$ cat src/rtl/mul_seq_ctrl.sv
// rtl/mul_seq_ctrl.sv - shift-and-add multiply sequencer driving a shared external adder
//
// Ports:
//   clk, rst            clock, synchronous active-high reset
//   start, op_a, op_b   request pulse (sampled in IDLE) with multiplicand / multiplier
//   busy, done          busy in RUN and DONE; done is a one-cycle product-valid pulse
//   prod_hi, prod_lo    upper / lower half of the 2*WIDTH product
//   add_a, add_b, add_cin   operands to the external adder (cin tied low)
//   add_sum, add_carry      combinational result from the external adder
module mul_seq_ctrl #(
    parameter int WIDTH = 32,
    parameter int CNT_W = 6
) (
    input  logic             clk,
    input  logic             rst,
    input  logic             start,
    input  logic [WIDTH-1:0] op_a,
    input  logic [WIDTH-1:0] op_b,
    output logic             busy,
    output logic             done,
    output logic [WIDTH-1:0] prod_hi,
    output logic [WIDTH-1:0] prod_lo,
    output logic [WIDTH-1:0] add_a,
    output logic [WIDTH-1:0] add_b,
    output logic             add_cin,
    input  logic [WIDTH-1:0] add_sum,
    input  logic             add_carry
);

    typedef enum logic [1:0] {
        IDLE = 2'd0,
        RUN  = 2'd1,
        DONE = 2'd2
    } state_t;

    localparam logic [CNT_W-1:0] LAST = CNT_W'(WIDTH - 1);

    state_t           state;
    state_t           state_nxt;
    logic [WIDTH-1:0] acc;
    logic [WIDTH-1:0] q;
    logic [WIDTH-1:0] m;
    logic [CNT_W-1:0] cnt;

    always_ff @(posedge clk) begin
        if (rst) begin
            state <= IDLE;
            acc   <= '0;
            q     <= '0;
            m     <= '0;
            cnt   <= '0;
        end else begin
            state <= state_nxt;
            case (state)
                IDLE: begin
                    if (start) begin
                        acc <= '0;
                        q   <= op_b;
                        m   <= op_a;
                        cnt <= '0;
                    end
                end
                RUN: begin
                    // Shift the (WIDTH+1)-bit sum right by one across {acc, q}:
                    // carry enters acc's MSB, sum's LSB enters q's MSB and the
                    // consumed multiplier bit falls off q's LSB.
                    acc <= {add_carry, add_sum[WIDTH-1:1]};
                    q   <= {add_sum[0], q[WIDTH-1:1]};
                    cnt <= cnt + 1'b1;
                end
                default: ;
            endcase
        end
    end

    always_comb begin
        state_nxt = state;
        busy      = 1'b0;
        done      = 1'b0;
        case (state)
            IDLE: begin
                if (start) state_nxt = RUN;
            end
            RUN: begin
                busy = 1'b1;
                if (cnt == LAST) state_nxt = DONE;
            end
            DONE: begin
                busy      = 1'b1;
                done      = 1'b1;
                state_nxt = IDLE;
            end
            default: state_nxt = IDLE;
        endcase
    end

    // Outside RUN the adder only sees acc + 0, so its output is harmless.
    assign add_a   = acc;
    assign add_b   = (state == RUN && q[0]) ? m : '0;
    assign add_cin = 1'b0;
    assign prod_hi = acc;
    assign prod_lo = q;

endmodule
$ cat config.mk
export PLATFORM = sky130hd
export DESIGN_NAME = mul_seq_ctrl
export DESIGN_NICKNAME = d
export VERILOG_FILES = /design/src/rtl/mul_seq_ctrl.sv
export SDC_FILE = /design/constraint.sdc
export NUM_CORES = 1
export LEC_CHECK = 0
export ABC_CLOCK_PERIOD_IN_PS = 1600
export CAP_MARGIN = 20
export CORE_ASPECT_RATIO = 1.4
export CORE_MARGIN = 2
export CORE_UTILIZATION = 30
export CTS_CLUSTER_DIAMETER = 150
export DETAILED_ROUTE_END_ITERATION = 6
export GPL_TIMING_DRIVEN = 0
export HOLD_SLACK_MARGIN = 0.1
export PLACE_DENSITY = 0.76
export SYNTH_ARGS = -nofsm -noshare
export SYNTH_HDL_FRONTEND = slang
export SYNTH_SLANG_ARGS = --single-unit
$ cat constraint.sdc
create_clock -name clk -period 1.6 [get_ports clk]
set_clock_uncertainty 0.1 [all_clocks]
set_input_delay 0.4 -clock clk [delete_from_list [all_inputs] [get_ports clk]]
set_output_delay 0.4 -clock clk [all_outputs]
set_load 0.1 [all_outputs]
==> results of run 1 <==
[worst register-to-register path: stages, from the launching register on]
cell	delay, ps
dfxtp_2	330
inv_2	50
buf_4	130
ha_4	180
and2b_2	220
buf_4	140
nor4b_4	260
or3_1	150
a21oi_1	50
[per-stage QoR]
step / setup WS (ps) / total power [mW] / utilization / std cells
6_report: -430 / 9.09 / 0.539 / 953
5_1_grt: -488 / 9.47 / 0.539 / 953
4_1_cts: -456 / 9.08 / 0.527 / 949
3_5_place_dp: -1220 / 6.70 / 0.494 / 929
3_3_place_gp: -1210 / 6.66 / 0.494 / 929
2_1_floorplan: -160 / 5.75 / - / 509
[placed cells by master, fill, tap and decap left out, drive strengths merged]
cell           Yosys  routed
buf               55     193
dfxtp            104     104
clkdlybuf4s50      0      97
nor2              71      71
nand2             68      68
a21oi             34      34
mux2i             34      34
clkbuf            21      34
a22oi             33      33
and3              33      33
a211oi            32      32
ha                 4       4
xor2               3       3
inv                2       3
nor3               2       2
bufinv             0       2
o21ai              2       2
and2               2       2
and2b              1       1
nor2b              1       1
nand3              1       1
nor4b              1       1
or3                1       1
mux2               1       1
o21bai             1       1
nand4              1       1
conb               1       1
dlymetal6s2s       0       1
[kinds of logic (layout without fill, tap and decap cells)]
logic type      after synthesis  in the layout  synth area share
simple gates                182            182             0.172
flops                       104            104             0.449
compound gates              102            102             0.178
buf+inv                      78            330             0.107
mux                          35             35            0.0774
fa+ha+maj                     4              4            0.0108
xor+xnor                      3              3           0.00566
other cells                   1              1          0.000808
[state kept, by name, summed over array words and instances, names as in the netlist]
name     cells
cnt          6
prod_lo     32
state        2
add_a       32
m           32
[timing repair]
item / 4_1_cts / 5_1_grt
pin swaps: 10 / 10
buffers inserted: 6 / 5
endpoints found under the setup margin: 232 / 160
resized for setup: 891 / 47
[power groups by stage]
stage          sequential (mW)  combinational (mW)  clock, mW
2_1_floorplan             4.21                1.54          0
3_3_place_gp              3.07                3.60          0
3_5_place_dp              3.07                3.62          0
4_1_cts                   3.02                3.67       2.39
5_1_grt                   3.05                3.92       2.50
6_report                  3.02                3.74       2.33
[per-layer routing]
layer	vias to the layer above	GRT usage	share of wire	wire, µm
li1	2214	-	-	-
met3	26	0.0254	0.044	653
met4	0	0.0872	0.033	482
met1	2090	0.197	0.38	5670
met5	-	0	0	0
met2	136	0.318	0.54	7940
[cell type report]
type | count | area (µm²) | share of cell area
Buffer | 74 | 604 | 0.0745
Clock buffer | 12 | 236 | 0.0291
Clock inverter | 3 | 66.3 | 0.00817
Inverter | 2 | 7.51 | 0.000925
Multi-Input combinational cell | 327 | 2280 | 0.281
Sequential cell | 104 | 2130 | 0.262
Tap cell | 192 | 240 | 0.0296
Timing Repair Buffer | 239 | 2550 | 0.315
[final timing paths]
| check | startpoint | endpoint | slack (ps) | cells past startpoint |
|---|---|---|---|---|
| setup reg to reg | state[1] | state[0] | -160 | 8 |
| hold reg to reg | m[20] | m[20] | 360 | 2 |
| setup / recovery | state[1] | add_b[4] | -430 | 6 |
| hold / removal | m[20] | m[20] | 360 | 2 |
==> results.cfg, run 1 <==
[final_layout]
num_antenna_cells = 0
fillers = 1369
syn2layout_area_growth_pct = 74.9
drive_gt1_frac = 0.426
design_area_um2 = 8110
nets = 861

[setup_path]
startpoint_type = flop
cp_top_family = buffers and inverters
crit_chain = inv_2 > ha_4 > buf_12 > clkbuf_16 > and3_4 > buf_12
crit_type = flop to primary output
critPathBufInv = 4
endpoint_kind = primary output
worst-path-max-fanout = 10
cp_slowest_cell = dfxtp_2
crit_top_cell = buf_12
cp.arrival_ps = 1530
crit_required_ps = 1100
cp_slowest_stage_delay_ps = 320

[sta]
rsz0062_at_grt = yes
worst_pin_slew_ps = 714
setup_violations = 106
slew_viol_final = 0
fin_ws_ps = -430
holdWs_ps = 358
fmax_mhz = 493
timing.setup.tns_ps = -19510
fin_crit_sh = 1.27
max-slew-margin-rel = 0.524
hold_viol = 0
period_needed_ps = 2030

[cts]
htree_levels = 3
clock-sinks = 104
cts_tree = built
path_clk_slew_ps = 70
cts_buffer_depth = 2
root_buffer = clkbuf_16
cts_buffers = 9
clk_latency_ps = 340
cts_hold_buf = 0

[synthesis]
synth_common_cells = 104 x dfxtp_1, 71 x nor2_1, 68 x nand2_1
synth_fp_nets = 613
synth-seq-cells = 104
syn_area_per_cell_um2 = 9.11
synth_edf_count = 0
syn_inst = 509
synth_top_area_frac = 0.449
ys_top_cells_by_area = dfxtp_1 45%, a211oi_2 8.1%, mux2i_1 7.1%, buf_4 5.8%, nor2_1 5.7%
yosys.area.top_type = dfxtp_1
synth_cell_types = 29
yosysMostFrequentCell = dfxtp_1
synth-main-ff-cell = dfxtp_1
async_flop_share = 0
syn-cell-area_um2 = 4640
yosys_warnings = 0
ys_seq_area_frac = 0.449

[placement]
port_buffers = 228
dp.final_hpwl_mm = 10.9
gp_congestion = 0.804
place_area_um2 = 7440

[flow_run]
cap_violations = 0

[floorplan]
fp.dieW_um = 109
die_area_um2 = 16500
die_h_um = 151
start_util = 0.308
rows = 53
core_area_um2 = 15100
io_pins = 231

[outcome]
outcome = finished, violations left
violations = setup timing

[pwr]
powerDensity_nw_per_um2 = 1120
seqPwrFrac = 0.332
clkPwrFrac = 0.256
switching_share = 0.405
vdd_ir_drop_max_mv = 0.678
comb_power_share = 0.412
cellLeakagePower_nw = 3.34
cell_internal_pwr_mw = 5.41
power.switching_mw = 3.68

[route]
ant_nets = 0
wl_per_cell_um = 15.5
vias_per_cell = 4.69
post-route-drc-count = 0
first_iter_violations = 144
dr_total_vias = 4466
totalWireLength_mm = 14.7
dr.pass1.iters = 4

[global_route]
grt_pass1_wl_mm = 22.2
antenna_found_initial = 0
grt_overflow_total = 0
grt.total_usage = 0.175
grt_pass1_vias = 4432
grt_max_degree = 16

[min_path]
hold_path.class = flop to flop
(Power assumes the default switching activity.)
==> run 2: changes to the inputs <==
--- a/config.mk
+++ b/config.mk
@@ -8,13 +8,13 @@
 export ABC_CLOCK_PERIOD_IN_PS = 1600
 export CAP_MARGIN = 20
 export CORE_ASPECT_RATIO = 1.4
-export CORE_MARGIN = 2
+export CORE_MARGIN = 1.5
 export CORE_UTILIZATION = 30
 export CTS_CLUSTER_DIAMETER = 150
 export DETAILED_ROUTE_END_ITERATION = 6
 export GPL_TIMING_DRIVEN = 0
 export HOLD_SLACK_MARGIN = 0.1
-export PLACE_DENSITY = 0.76
+export PLACE_DENSITY = 0.65
 export SYNTH_ARGS = -nofsm -noshare
 export SYNTH_HDL_FRONTEND = slang
 export SYNTH_SLANG_ARGS = --single-unit
==> constraint.sdc (replaced) <==
create_clock -name clk -period 1.6 [get_ports clk]
set_clock_uncertainty 0.1 [all_clocks]
set_input_delay 0.16 -clock clk [delete_from_list [all_inputs] [get_ports clk]]
set_output_delay 0.16 -clock clk [all_outputs]
set_load 0.1 [all_outputs]
==> results.cfg, run 2 (synthesis gave the netlist of run 1 again) <==
[outcome]
outcome = finished, violations left
violations = setup timing

[flow_run]
cap_violations = 0

[route]
totalWireLength_mm = 15.4
dr.pass1.iters = 4
post-route-drc-count = 0
dr_total_vias = 4567
first_iter_violations = 97
vias_per_cell = 4.73
ant_nets = 0
wl_per_cell_um = 15.9

[floorplan]
core_area_um2 = 15100
fp.dieW_um = 108
die_h_um = 150
rows = 53
die_area_um2 = 16200
io_pins = 231
start_util = 0.308

[setup_path]
r2r-start = state[1]
startpoint_type = flop
cp.arrival_ps = 1560
crit_required_ps = 1340
endpoint_kind = primary output
cp-endpoint = add_b[27]
r2r_cells = 9
crit_path_start = state[1]
r2r_slack_ps = -180
crit_type = flop to primary output
worst-path-max-fanout = 8
regToRegEndpoint = add_a[21]

[sta]
fin_crit_sh = 1.14
period_needed_ps = 1820
setup_violations = 104
worst_pin_slew_ps = 707
fmax_mhz = 548
rsz0062_at_grt = yes
hold_viol = 0
holdWs_ps = 253
timing.setup.tns_ps = -15250
slew_viol_final = 0
fin_ws_ps = -224
max-slew-margin-rel = 0.529

[global_route]
grt_pass1_wl_mm = 22.7
grt.total_usage = 0.180
grt_pass1_vias = 4590
grt_overflow_total = 0
grt_max_degree = 16
antenna_found_initial = 0

[cts]
clk_latency_ps = 340
cts_tree = built
htree_levels = 3
clock-sinks = 104
path_clk_slew_ps = 70
root_buffer = clkbuf_16
cts_buffer_depth = 2
cts_hold_buf = 0
cts_buffers = 9

[placement]
preCtsSetupSlack_ps = -1110
port_buffers = 228
dp.final_hpwl_mm = 11.2
gp_congestion = 0.789

[final_layout]
final_core_util = 0.571
final_common_cell = clkdlybuf4s50_1
syn2layout_area_growth_pct = 85.4
num_antenna_cells = 0
nets = 873
final_cell_mix = 98 x clkdlybuf4s50_1, 69 x dfxtp_1, 65 x nand2_1
drive_gt1_frac = 0.471

[pwr]
cellLeakagePower_nw = 3.38
vdd_ir_drop_max_mv = 0.470
powerDensity_nw_per_um2 = 1050

[min_path]
hold_path.class = input port to flop
## run 2: cell types whose count changed in the layout (fill, tap and decap cells not counted), moves of 4 or more
cell             delta
nor2_1              -7
a22oi_2            +16
buf_2              +24
buf_12              +5
buf_6              -20
a22oi_1            -16
clkdlybuf4s15_2    +58
clkbuf_16           +7
buf_4              -67
clkdlybuf4s18_2     +4
nor2_2              +5
## run 2: worst min-delay path by stage
stage | start | endpoint | depth (start not counted)
2_1_floorplan | op_a[0] | m[0] | 2
3_3_place_gp | m[27] | m[27] | 2
3_5_place_dp | m[0] | m[0] | 2
4_1_cts | rst | prod_lo[7] | 2
5_1_grt | rst | prod_lo[7] | 2
6_report | rst | prod_lo[7] | 2
## run 2: power by group
part / total (mW) / internal, mW / switching (mW) / leakage [nW]
logic: 4.04 / 1.41 / 2.63 / 2.40
registers: 3.03 / 2.84 / 0.192 / 0.870
clock network: 1.96 / 1.05 / 0.911 / 0.119
## run 2: layer usage
layer	up-vias	wire length, µm	part of all wire	global-route usage
met5	-	0	0	0
met4	0	250	0.016	0.0664
met3	18	673	0.044	0.0316
met2	140	8730	0.57	0.356
met1	2173	5730	0.37	0.184
li1	2236	-	-	-
## run 2: cell type report
| type | count | area [µm²] |
|---|---|---|
| buffer | 74 | 666 |
| clock buffer | 12 | 236 |
| clock inverter | 3 | 20.0 |
| fill | 1330 | 6450 |
| inverter | 2 | 10.0 |
| multi-input combinational | 327 | 2420 |
| sequential | 104 | 2130 |
| tap | 192 | 240 |
| timing repair buffer | 251 | 2880 |
## run 2: critical path, stage by stage (launching register included)
cell and delay, ps:
dfxtp_2 330, inv_4 60, ha_4 160, buf_12 150, clkbuf_16 150, and3_4 200
buf_12 170
## run 2: what timing repair did
item | in CTS | in global routing
pin swaps | 10 | 15
gates resized for setup | 643 | 124
cloned | 2 | 9
setup buffers | 6 | 6
setup endpoints to repair | 232 | 157
## run 2: through the flow
| stage | cell area (µm²) | instances | power [mW] |
|---|---|---|---|
| after detailed placement | 7400 | 929 | 6.68 |
| final | 8600 | 965 | 9.03 |
| after global placement | 7400 | 929 | 6.63 |
| after global routing | 8600 | 965 | 9.39 |
| after CTS | 8180 | 952 | 8.75 |
| after floorplan | 4880 | 509 | 5.73 |
==> run 3: changes to the inputs <==
--- a/config.mk
+++ b/config.mk
@@ -5,7 +5,7 @@
 export SDC_FILE = /design/constraint.sdc
 export NUM_CORES = 1
 export LEC_CHECK = 0
-export ABC_CLOCK_PERIOD_IN_PS = 1600
+export ABC_CLOCK_PERIOD_IN_PS = 2210
 export CAP_MARGIN = 20
 export CORE_ASPECT_RATIO = 1.4
 export CORE_MARGIN = 1.5
@@ -14,7 +14,6 @@
 export DETAILED_ROUTE_END_ITERATION = 6
 export GPL_TIMING_DRIVEN = 0
 export HOLD_SLACK_MARGIN = 0.1
-export PLACE_DENSITY = 0.65
 export SYNTH_ARGS = -nofsm -noshare
 export SYNTH_HDL_FRONTEND = slang
 export SYNTH_SLANG_ARGS = --single-unit
==> constraint.sdc (replaced) <==
create_clock -name clk -period 2.21 [get_ports clk]
set_clock_uncertainty 0.1 [all_clocks]
set_input_delay 0.221 -clock clk [delete_from_list [all_inputs] [get_ports clk]]
set_output_delay 0.221 -clock clk [all_outputs]
set_load 0.1 [all_outputs]
==> results.cfg, run 3 (synthesis gave the netlist of run 1 again) <==
[floorplan]
fp.dieW_um = 108
io_pins = 231
rows = 53
core_area_um2 = 15100
start_util = 0.308
die_h_um = 150
die_area_um2 = 16200

[setup_path]
endpoint_kind = primary output
critPathBufInv = 1
r2r-start = state[0]
crit_path_start = prod_lo[24]
cp_top_family = buffers and inverters
cp_slowest_stage_delay_ps = 1150
crit_chain = clkdlybuf4s50_1
startpoint_type = flop
cp_slowest_cell = clkdlybuf4s50_1
worst-path-max-fanout = 3
regToRegEndpoint = add_a[23]
r2r_slack_ps = 250
crit_type = flop to primary output
r2r_cells = 6
cp.arrival_ps = 1850
crit_required_ps = 1890

[sta]
max-slew-margin-rel = 0.325
fmax_mhz = 462
rsz0062_at_grt = yes
timing.setup.tns_ps = 0
worst_pin_slew_ps = 1010
period_needed_ps = 2170
hold_viol = 0
holdWs_ps = 306
slew_viol_final = 0
setup_violations = 0
fin_crit_sh = 0.980

[min_path]
hold_path.class = input port to flop
min-delay-start = rst
worstHoldEndpoint = prod_lo[15]
holdPathStages = 2

[route]
vias_per_cell = 4.69
wl_per_cell_um = 15.3
dr_total_vias = 4436
ant_nets = 0
totalWireLength_mm = 14.5
first_iter_violations = 121
dr.pass1.iters = 4
post-route-drc-count = 0

[placement]
gp_congestion = 0.800
port_buffers = 228
dp.cells = 929
dp.final_hpwl_mm = 11.0

[final_layout]
fillers = 1427
num_antenna_cells = 0
final_cell_mix = 111 x clkdlybuf4s50_1, 103 x dfxtp_1, 71 x nor2_1
syn2layout_area_growth_pct = 70.5
drive_gt1_frac = 0.216
nets = 852
final_common_cell = clkdlybuf4s50_1
instances_no_fill = 945

[global_route]
antenna_found_initial = 0
grt.total_usage = 0.173
grt_pass1_wl_mm = 22.4
grt_pass1_vias = 4509
grt_overflow_total = 0
grt_max_degree = 19

[cts]
clk_latency_ps = 340
path_clk_slew_ps = 80
clock-sinks = 104
cts_buffers = 9
root_buffer = clkbuf_16
htree_levels = 3
cts_tree = built
cts_buffer_depth = 2

[outcome]
outcome = finished clean

[pwr]
vdd_ir_drop_max_mv = 0.366
powerDensity_nw_per_um2 = 789
cellLeakagePower_nw = 3.82

[flow_run]
cap_violations = 0
## run 3: cell types whose count changed in the layout (fill, tap and decap cells not counted), sizes merged
cell	change
clkdlybuf4s15	-57
dlygate4sd2	+48
buf	-46
dlymetal6s2s	+36
clkbuf	-13
clkdlybuf4s50	+13
clkdlybuf4s18	-4
inv	+2
clkinv	+1
## run 3: per-stage QoR
| step | setup slack, ps | utilization | total power, mW | instance area (µm²) |
|---|---|---|---|---|
| final | 43.2 | 0.525 | 6.24 | 7910 |
| after global routing | -13.0 | 0.525 | 6.53 | 7910 |
| after CTS | 0.830 | 0.495 | 6.29 | 7450 |
| after detailed placement | -770 | 0.476 | 4.78 | 7160 |
| after global placement | -755 | 0.476 | 4.75 | 7160 |
| after floorplan | 61.6 | - | 4.09 | 4640 |
## run 3: repair_timing
item / CTS / global route
endpoints found under the setup margin: 81 / 68
hold buffers: 0 / 0
setup buffers: 0 / 0
gates cloned: 0 / 0
resized for setup: 283 / 125
## run 3: per-layer routing
metal	vias up	wire length, µm	part of all wire	track usage
met5	-	0	0	0
met4	0	121	0.0084	0.0336
met3	11	1000	0.069	0.0459
met2	167	7620	0.53	0.326
met1	2067	5710	0.40	0.194
li1	2191	-	-	-
## run 3: where the power goes
part           internal, mW  switching (mW)
combinational         0.762            1.80
sequential             2.04           0.125
clock                 0.782           0.733
total                  3.59            2.66
## run 3: worst max-delay path by stage
stage	endpoint	slack, ps	cells after the start
2_1_floorplan	add_b[10]	60	6
6_report	prod_lo[24]	40	1
4_1_cts	add_b[8]	0.8	7
3_3_place_gp	add_b[30]	-750	7
5_1_grt	add_b[4]	-10	7
3_5_place_dp	add_b[3]	-770	7
## run 3: area by class of cell
cell class	count	area, µm²	share of cell area
flip-flops and latches	104	2080	0.263
multi-input cells	327	2170	0.275
clock inverters	6	52.6	0.00664
inverters	2	7.51	0.000949
clock buffers	10	229	0.0289
repair buffers	228	2600	0.329
well taps	192	240	0.0304
plain buffers	76	522	0.0660
==> patch 1 (config.mk and constraints of run 2) <==
Change the parameter `CNT_W` from 6 to 12.
--- a/src/rtl/mul_seq_ctrl.sv
+++ b/src/rtl/mul_seq_ctrl.sv
@@ -9,7 +9,7 @@
 //   add_sum, add_carry      combinational result from the external adder
 module mul_seq_ctrl #(
     parameter int WIDTH = 32,
-    parameter int CNT_W = 6
+    parameter int CNT_W = 12
 ) (
     input  logic             clk,
     input  logic             rst,
Formal check against the unedited RTL: same outputs for any inputs over 4 cycles, from zero or initial values and one cycle with rst high; that may be too few to reach the edited logic, so the function may still have changed.
==> patch 1 against run 2 <==
The run still ends with setup timing left; count of clock-buffer cells in the layout fell by 1; final area rose by 5.8%; wire length rose by 0.10%; power fell by 5.8%; area after synthesis rose by 2.3%; sequential cell count rose by 6; register-to-register slack got worse by 0.08 ns; worst setup slack got worse by 0.037 ns; global-route usage rose by 0.58 points; largest power group unchanged.
==> patch 1: results <==
set metrics [dict create \
    wl_met3_um 806 \
    numClockSinks 110 \
    tightest_slew_ns 0.700 \
    gp_congestion 0.775 \
    synth_xor_area_share_pct 1.66 \
    cp_slowest_cell "or4_4" \
    vdd_ir_drop_max_uv 549 \
    syn_inst 542 \
    regToRegSetupSlack_ns -0.26 \
    clock_buffers 11 \
    hpwl_um 10700 \
    grt.met3_usage_pct 3.26 \
    use_met2_pct 35.3 \
    rr_worst_depth 8 \
    seq_area_sq_mm 0.00225 \
    dp_slack_ns -1.02 \
    setup_violations 108 \
    multi_input_area_share_pct 30.1 \
    wl_met1_um 5890 \
    port_buffers 229 \
    fin_cells 1010 \
    setup_ws_ns -0.261 \
    failed_checks "setup timing" \
    multi_input_cells 351 \
    rows 54 \
    final_nets 914 \
    bufAreaShareNonClock_pct 39.3 \
    dp.cells 967 \
    synthDistinctLibCells 33 \
    synth_area_leaders "dfxtp_1 46%, mux2i_1 7.2%, nor2_1 5.9%" \
    synth_fa_ha_area_share_pct 1.05 \
    synth_compound_area_share_pct 14.7 \
    grt_pass1_wl_um 24600 \
    grt_max_degree 18 \
    grt_util_all_layers_pct 18.6 \
    fin_tns_setup_ns -18.34 \
    route.met2.wl_um 8500 \
    clock_cell_area_share_pct 3.01 \
    worstSetupPathType "register to register" \
    crit_family "simple AND/OR/NAND/NOR gates" \
    power.static_leakage_nw 3.64 \
    nonClockInverterCount 3 \
    status "complete, but fails checks" \
    cpPeakStageDelay_ns 0.41 \
    synth.area.mux_share_pct 7.48 \
    arrival_ns 2.05 \
    nNonClkBuffers 335 \
    wl_per_cell_um 15.3 \
]
-- patch 1: what timing repair did --
action                                 in CTS  in global routing
resized for setup                         787                 98
cloned                                     10                  0
setup endpoints to repair                 238                174
setup buffers                              20                  2
endpoints found under the hold margin       0                  0
pin swaps                                  28                 10
-- patch 1: worst min path at each step --
stage	start	to	slack [ns]	cells after the start
global placement	m[21]$_SDFFE_PP0P_	m[21]$_SDFFE_PP0P_	0.34	2
finish	op_a[10]	m[10]$_SDFFE_PP0P_	0.26	3
CTS	op_a[20]	m[20]$_SDFFE_PP0P_	0.25	3
global route	op_a[26]	m[26]$_SDFFE_PP0P_	0.26	3
floorplan	op_a[0]	m[0]$_SDFFE_PP0P_	0.20	2
detailed placement	m[17]$_SDFFE_PP0P_	m[17]$_SDFFE_PP0P_	0.35	2
-- patch 1: power breakdown --
group	switching (mW)	total, mW	internal [mW]
logic	2.09	3.28	1.19
registers	0.178	3.11	2.93
clock network	1.01	2.12	1.10
total	3.28	8.51	5.23
==> patch 2 (config.mk and constraints of run 2) <==
Made on the original files. Register the input `op_a` before use. The logic sees it one clock later. The other inputs are not delayed to match.
--- a/src/rtl/mul_seq_ctrl.sv
+++ b/src/rtl/mul_seq_ctrl.sv
@@ -35,6 +35,12 @@
 
     localparam logic [CNT_W-1:0] LAST = CNT_W'(WIDTH - 1);
 
+    logic [WIDTH-1:0] op_a_q;
+
+    always_ff @(posedge clk) begin
+        op_a_q <= op_a;
+    end
+
     state_t           state;
     state_t           state_nxt;
     logic [WIDTH-1:0] acc;
@@ -56,7 +62,7 @@
                     if (start) begin
                         acc <= '0;
                         q   <= op_b;
-                        m   <= op_a;
+                        m   <= op_a_q;
                         cnt <= '0;
                     end
                 end
Behaviour: not the same (a bounded check fails within 4 cycles, from zero or initial values and one cycle with rst high).
==> patch 2 against run 2 <==
Area after synthesis is 12% higher; sequential share of layout area is 4.0 points higher; count of clock-buffer cells in the layout is 6 higher; sequential cell count is 32 higher; die area is 12% higher; the run still ends with setup timing left; power is 26% higher; worst hold slack worse by 0.14 ns; wire length is 7.5% higher; critical path type unchanged; clock power is 76% higher; final area is 12% higher; cell count is 12% higher; worst setup slack worse by 0.084 ns; sequential power is 28% higher; first-iteration DRC count is 22% higher.
==> patch 2: results <==
set metrics [dict create \
    syn_nets 645 \
    synthArstFlopShare_pct 0 \
    synthDistinctLibCells 30 \
    grt_util_all_layers_pct 17.8 \
    sw_frac_of_total_pct 38.0 \
    routed_wl_um 16500 \
    clk_latency_ns 0.41 \
    powerDensity_mw_per_mm2 1180 \
    status "complete, but fails checks" \
    r2r_end "cnt[5]$_SDFFE_PP0P_" \
    path_max_fanout 8 \
    setup_violations 106 \
    dr.pass1.iters 4 \
    final_nets 944 \
    htree_num_levels 4 \
    synth_common_cells "136 x dfxtp_1, 71 x nor2_1, 68 x nand2_1" \
    hpwl_um 11800 \
    grt_pass1_wl_um 25300 \
    power.static_leakage_nw 3.98 \
    drt_iter0_markers 118 \
    clockBufferDepth 2 \
    endpoint "add_b[26]" \
    grt_max_degree 17 \
    drive_gt1_share_pct 49.3 \
    diodes 0 \
    numCtsBuffers 17 \
    failed_checks "setup timing" \
    num_vias 4871 \
    fin_tns_setup_ns -20.30 \
    cts_root_buf "clkbuf_16" \
    antenna_found_initial 0 \
    seq_area_frac_synth_pct 52.4 \
    min_path_type "input port to register" \
    arrival_ns 1.65 \
    place_area_sq_mm 0.00804 \
    regToRegSetupSlack_ns -0.23 \
    grt_pass1_vias 5075 \
    yosys_warnings 0 \
    slew_headroom_pct 47.9 \
    n_fill_cell 1439 \
    gp_congestion 0.787 \
    port_buffers 228 \
    synth_area_leaders "dfxtp_1 52%, mux2i_1 6.4%, buf_4 5.6%" \
    vdd_ir_drop_max_uv 653 \
    setup_ws_ns -0.308 \
]
[patch 2: stage by stage]
| step | power, mW | std cells | setup slack (ns) |
|---|---|---|---|
| after global routing | 11.8 | 1082 | -0.369 |
| after global placement | 7.45 | 1001 | -1.05 |
| after floorplan | 6.55 | 541 | 0.0175 |
| after CTS | 11.1 | 1071 | -0.378 |
| final | 11.4 | 1082 | -0.308 |
| after detailed placement | 7.50 | 1001 | -1.08 |
[patch 2: final cells by class]
class | count | area share [%]
Tap cell | 232 | 3.02
Sequential cell | 136 | 28.8
Inverter | 2 | 0.104
Clock inverter | 11 | 0.807
Multi-Input combinational cell | 327 | 26.4
Buffer | 75 | 7.27
Timing Repair Buffer | 281 | 29.0
Clock buffer | 18 | 4.57
[patch 2: timing repair]
action / in CTS / in global routing
setup buffers: 11 / 4
cloned: 3 / 7
gates resized for setup: 741 / 208
hold endpoints to repair: 27 / 1
hold buffers: 27 / 1
endpoints found under the setup margin: 231 / 173
pin swaps: 6 / 9
[patch 2: power by group through the flow]
stage | Sequential, mW | Clock (mW) | Combinational, mW
3_3_place_gp | 3.93 | 0 | 3.52
4_1_cts | 3.87 | 3.52 | 3.71
5_1_grt | 3.93 | 3.67 | 4.23
2_1_floorplan | 5.08 | 0 | 1.48
3_5_place_dp | 3.94 | 0 | 3.56
6_report | 3.89 | 3.45 | 4.05
[patch 2: worst max-delay path, stage by stage (launching register included)]
cell and delay (ns):
dfxtp_2 0.33, inv_4 0.06, ha_4 0.16, buf_12 0.15
clkbuf_16 0.15, and3_4 0.20, buf_12 0.17
[patch 2: cell families (layout without fill, tap and decap cells)]
family                     Yosys count  in the layout  synth area share (%)
muxes                               35             35                  6.84
other                                1              1                0.0722
adders and majority gates            4              4                 0.963
buffers and inverters               78            387                  8.96
DFF                                136            136                  52.4
xor gates and xnor gates             3              3                 0.506
AOI/OAI and AO/OA                  102            102                  14.9
and+or+nand+nor                    182            182                  15.3
[patch 2: worst min path at each step]
stage                            start            endpoint  slack (ns)  depth (start not counted)
global placement    op_a_q[16]$_DFF_P_  m[16]$_SDFFE_PP0P_        0.32                          2
floorplan                      op_a[0]   op_a_q[0]$_DFF_P_        0.09                          0
finish                         op_a[3]   op_a_q[3]$_DFF_P_        0.12                          1
global route                   op_a[3]   op_a_q[3]$_DFF_P_        0.11                          1
CTS                            op_a[6]   op_a_q[6]$_DFF_P_        0.10                          1
detailed placement  op_a_q[15]$_DFF_P_  m[15]$_SDFFE_PP0P_        0.33                          2
[patch 2: metal layers]
metal	vias up	GRT usage [%]	wire [um]
met1	2296	18.6	6260
li1	2417	-	-
met3	17	4.35	791
met4	0	5.51	239
met5	-	0	0
met2	141	34.2	9260
